--- src/rtl/fetch_pc_unit.sv ---
// Program-counter / fetch-address generator feeding the fetch unit.
// Advances one instruction per accepted fetch, parks on an L1I miss until
// the matching cacheline arrives, replays the missed address, and applies
// branch/exception redirects with a one-cycle pipeline flush pulse.
module fetch_pc_unit #(
    parameter int unsigned             addressSize      = 64,
    parameter int unsigned             instructionSize  = 32,
    parameter int unsigned             iCacheOffsetSize = 5,
    parameter logic [addressSize-1:0]  resetVector      = '0,
    parameter int unsigned             missCountWidth   = 16
) (
    input  logic                      clock_i,
    input  logic                      reset_i,
    input  logic                      cacheMiss_i,
    input  logic [addressSize-1:0]    missAddress_i,
    input  logic                      blockValid_i,
    input  logic [addressSize-1:0]    blockAddress_i,
    input  logic                      stall_i,
    input  logic                      redirect_i,
    input  logic [addressSize-1:0]    redirectAddress_i,
    output logic [addressSize-1:0]    PC_o,
    output logic                      fetchEnable_o,
    output logic                      flushPipeline_o,
    output logic [1:0]                state_o,
    output logic [missCountWidth-1:0] missCount_o
);

    typedef enum logic [1:0] {
        RUN       = 2'd0,
        MISS_WAIT = 2'd1,
        REPLAY    = 2'd2,
        FLUSH     = 2'd3
    } state_e;

    // Byte distance between consecutive instructions.
    localparam logic [addressSize-1:0] STEP_INC = addressSize'(instructionSize / 8);
    // Clears the sub-instruction bits of a redirect target.
    localparam logic [addressSize-1:0] ALIGN_MASK = ~(STEP_INC - addressSize'(1));
    // Keeps only the cacheline-index bits when matching a refill.
    localparam logic [addressSize-1:0] LINE_MASK =
        ~((addressSize'(1) << iCacheOffsetSize) - addressSize'(1));

    state_e                    state_q, state_d;
    logic [addressSize-1:0]    pc_q, pc_d;
    logic [addressSize-1:0]    replay_pc_q, replay_pc_d;
    logic                      fetch_en_q, fetch_en_d;
    logic                      flush_q, flush_d;
    logic [missCountWidth-1:0] miss_count_q, miss_count_d;
    logic                      block_match;

    // Delivered line is the one the parked miss is waiting for.
    assign block_match = blockValid_i &&
                         (((blockAddress_i ^ replay_pc_q) & LINE_MASK) == '0);

    // Next-state and next-output selection; redirect overrides every state.
    always_comb begin
        // NOTE: every variable gets a default before any branch so no path
        // leaves it unassigned, which would otherwise infer a latch.
        state_d      = state_q;
        pc_d         = pc_q;
        replay_pc_d  = replay_pc_q;
        fetch_en_d   = fetch_en_q;
        flush_d      = 1'b0;
        miss_count_d = miss_count_q;

        if (redirect_i) begin
            state_d    = FLUSH;
            pc_d       = redirectAddress_i & ALIGN_MASK;
            fetch_en_d = 1'b0;
            flush_d    = 1'b1;
        end else begin
            case (state_q)
                RUN: begin
                    if (cacheMiss_i) begin
                        state_d     = MISS_WAIT;
                        replay_pc_d = missAddress_i;
                        pc_d        = missAddress_i;
                        fetch_en_d  = 1'b0;
                        if (miss_count_q != '1) begin
                            miss_count_d = miss_count_q + missCountWidth'(1);
                        end
                    end else if (stall_i) begin
                        fetch_en_d = 1'b0;
                    end else begin
                        // Only step past an address that was actually fetched.
                        if (fetch_en_q) begin
                            pc_d = pc_q + STEP_INC;
                        end
                        fetch_en_d = 1'b1;
                    end
                end
                MISS_WAIT: begin
                    fetch_en_d = 1'b0;
                    if (block_match) begin
                        state_d = REPLAY;
                    end
                end
                REPLAY: begin
                    // One idle cycle lets the refill write land before refetch.
                    state_d    = RUN;
                    pc_d       = replay_pc_q;
                    fetch_en_d = !stall_i;
                end
                FLUSH: begin
                    state_d    = RUN;
                    fetch_en_d = !stall_i;
                end
                default: begin
                    state_d    = RUN;
                    fetch_en_d = 1'b0;
                end
            endcase
        end
    end

    // State and output registers; reset discards any pending replay.
    always_ff @(posedge clock_i or posedge reset_i) begin
        if (reset_i) begin
            state_q      <= RUN;
            pc_q         <= resetVector;
            replay_pc_q  <= resetVector;
            fetch_en_q   <= 1'b0;
            flush_q      <= 1'b0;
            miss_count_q <= '0;
        end else begin
            // NOTE: non-blocking assignments so every register samples the
            // pre-edge values regardless of statement order.
            state_q      <= state_d;
            pc_q         <= pc_d;
            replay_pc_q  <= replay_pc_d;
            fetch_en_q   <= fetch_en_d;
            flush_q      <= flush_d;
            miss_count_q <= miss_count_d;
        end
    end

    assign PC_o            = pc_q;
    assign fetchEnable_o   = fetch_en_q;
    assign flushPipeline_o = flush_q;
    assign state_o         = state_q;
    assign missCount_o     = miss_count_q;

endmodule
--- config.mk ---
export PLATFORM = sky130hd
export DESIGN_NAME = fetch_pc_unit
export DESIGN_NICKNAME = d
export VERILOG_FILES = /design/src/rtl/fetch_pc_unit.sv
export SDC_FILE = /design/constraint.sdc
export NUM_CORES = 1
export LEC_CHECK = 0
export ABC_AREA = 1
export BUFFER_PORTS_ARGS = -buffer_cell sky130_fd_sc_hd__buf_2
export CORE_MARGIN = 2
export CORE_UTILIZATION = 45
export DETAILED_ROUTE_END_ITERATION = 7
export GPL_ROUTABILITY_DRIVEN = 0
export PLACE_DENSITY_LB_ADDON = 0.08
export SLEW_MARGIN = 25
export SYNTH_ARGS = -nofsm -noshare
export SYNTH_HDL_FRONTEND = slang
export SYNTH_SLANG_ARGS = --single-unit
--- constraint.sdc ---
create_clock -name clock_i -period 11.8 [get_ports clock_i]
set_input_delay 1.18 -clock clock_i [delete_from_list [all_inputs] [get_ports clock_i]]
set_output_delay 1.18 -clock clock_i [all_outputs]
set_load 0.01 [all_outputs]
==> results.cfg <==
[clock_tree]
cts_tree = built
cts-resized-gates = 0
numCtsBuffers = 17
clk_latency_ps = 440
path_clk_slew_ps = 70
clock-root-buffer = clkbuf_16
cts_hold_buf = 0
htreeDepth = 4
cts_sinks = 148
cts.path.max_buffers = 2
postCtsSetupBuffers = 0

[synthesis]
syn_area_per_cell_sq_um = 6.181
synthArstFlopShare = 1.000
synthMuxAreaShare = 0
synth_adder_area_share = 0.002278
ys_top_cells_by_count = 629 x nand2_1, 257 x nor2_1, 226 x inv_1
yosys.area_share.simple = 0.3894
synthFlopType = dfrtp_1
syn-num-nets = 1977
synth_top_cell_by_area = dfrtp_1
yosysSeqAreaShare = 0.3372
yosys_warnings = 0
synth_top_area_frac = 0.3372
ys_seq_elements = 148
synth_most_common_cell = nand2_1
synth_xor_area_frac = 0.05024
synth_edf_count = 0
synth-compound-area-share = 0.1151
synth_top_family_by_area = simple AND/OR/NAND/NOR gates
synth_cells = 1777
synthTopCellsByArea = dfrtp_1 34%, nand2_1 21%, nor2_1 8.8%
synth_cell_types = 38
synth_area_sq_um = 10980

[finish]
drive_above_1_share = 0.1780
fillers = 2551
layout.nets = 2209
seq_area_sq_um = 3704
multi_input_area_sq_um = 6125
syn2layout_area_growth_pct = 19.70
utilization = 0.5454
final_area_sq_um = 13150

[critical_path]
worst-r2r-cell-count = 10
critPathMostFrequentCell = buf_4
worstSetupStartpoint = redirect_i
cp.required_ps = 12080
cpPeakStageDelay_ps = 760
timing.rr.start = state_o[1]
crit_path_start_kind = primary input
crit_arrival_ps = 4670
crit_chain = buf_2, clkinv_2, buf_4, nand3_2, inv_2, buf_4, o21ai_0
worstPathMaxFanout = 103
endpoint_kind = flop
path_class = in -> reg
r2r_slack_ps = 9070
slowest_stage = buf_4

[sta]
worst_slew_pin_slew_ps = 1036
hold_viol_final = 0
fin_crit_sh = 0.3723
fmax_mhz = 227.6
rsz0062_at_grt = false
fin_setup_tns_ps = 0
skew_ps = 10.69
drv_slew = 0
max-slew-margin-rel = 0.3091
setup_viol = 0
holdWs_ps = 489.5
min_period_ps = 4393

[routing]
routedWlPerCell_um = 17.91
wirelength_mm = 42.09
drcViolationCount = 0
drt-initial-drc-count = 1355
via_per_inst = 5.206
drtAntennaViolNets = 0
vias = 12233
first_pass_iters = 5

[pwr]
power.leakage_nw = 7.170
power_w = 0.001796
power.density_nw_per_um2 = 136.6
peakVddDrop_mv = 0.09003

[global_routing]
globalRouteOverflowTotal = 0
track_usage = 0.3276
first_global_vias = 11021
grt_max_degree = 104
grt_pass1_wl_mm = 63.60
antenna_found_initial = 4

[place]
dpl-instance-area_sq_um = 12530
hpwl_mm = 32.62
port_buffers = 274

[floorplanning]
rows = 57
io-pin-count = 282
coreArea_sq_um = 24110
die_area_sq_um = 25670
die_w_um = 160.2
start_util = 0.4556
fp.dieH_um = 160.2

[worst_hold_path]
hold_start = replay_pc_q[4]
min-delay-path-class = reg -> reg
hold_depth = 2

[status]
outcome = finished clean

[job]
max_cap_viol_count = 0
state kept, by name, indices dropped and copies added, names as in the netlist:
name and flops:
PC_o 64, missCount_o 16, state_o 2, replay_pc_q 64, flushPipeline_o 1, fetchEnable_o 1
final timing paths:
kind	end
max in group asynchronous	PC_o[58]
max reg2reg	PC_o[37]
min	replay_pc_q[4]
min reg2reg	replay_pc_q[4]
max	replay_pc_q[60]
min in group asynchronous	missCount_o[5]
kinds of logic after synthesis:
group / count (synthesis)
AND/OR/NAND/NOR: 1033
flip-flops: 148
buffers and inverters: 299
adder cells (fa/ha/maj): 2
XOR/XNOR: 63
AO/OA/AOI/OAI: 232
stage by stage:
stage	worst slack (ps)	instances
floorplan	6640	1777
global placement	7056	2314
detailed placement	7031	2314
CTS	7460	2346
global route	7098	2350
finish	7407	2350
worst max-delay path: cells and delay by family:
kind,cells,cell delay [ps]
buffers and inverters,5,2410
and+or+nand+nor,1,750
AOI/OAI and AO/OA,1,180
where the power goes:
part	switching [W]	internal, W	leakage (nW)
sequential	0.000117	0.000599	1.80
combinational	0.000322	0.000181	5.07
clock	0.000270	0.000307	0.301
total	0.000709	0.00109	7.17
layout make-up:
type | instances | area share
Antenna cell | 4 | 0.0007614
Clock buffer | 17 | 0.03236
Clock inverter | 15 | 0.01371
Inverter | 231 | 0.06643
Multi-Input combinational cell | 1330 | 0.4659
Sequential cell | 148 | 0.2817
Tap cell | 324 | 0.03084
Timing Repair Buffer | 281 | 0.1083
layer usage:
| layer | part of all wire | global-route usage |
|---|---|---|
| met1 | 0.45 | 0.4987 |
| met2 | 0.43 | 0.4780 |
| met3 | 0.10 | 0.05169 |
| met4 | 0.022 | 0.09500 |
| met5 | 0 | 0 |
cells in the final DEF (no fill, tap or decap), types with 4 or more instances in the layout:
master / instances
nor3_1: 6
inv_2: 4
xnor2_1: 29
nor2_2: 6
o22ai_1: 13
clkbuf_16: 17
o21bai_1: 19
nand2_4: 5
nor2_1: 257
inv_8: 8
nand2_1: 629
nand2_2: 10
nand3_1: 79
dfrtp_1: 148
diode_2: 4
o21ai_1: 18
buf_4: 7
nand3_2: 5
o211ai_1: 9
o21ai_0: 158
inv_1: 224
xor2_1: 34
nor2_8: 4
a21oi_1: 9
buf_2: 274
nor2_4: 6
nand4_1: 19
Note: power is estimated with default switching activity, not from simulation.
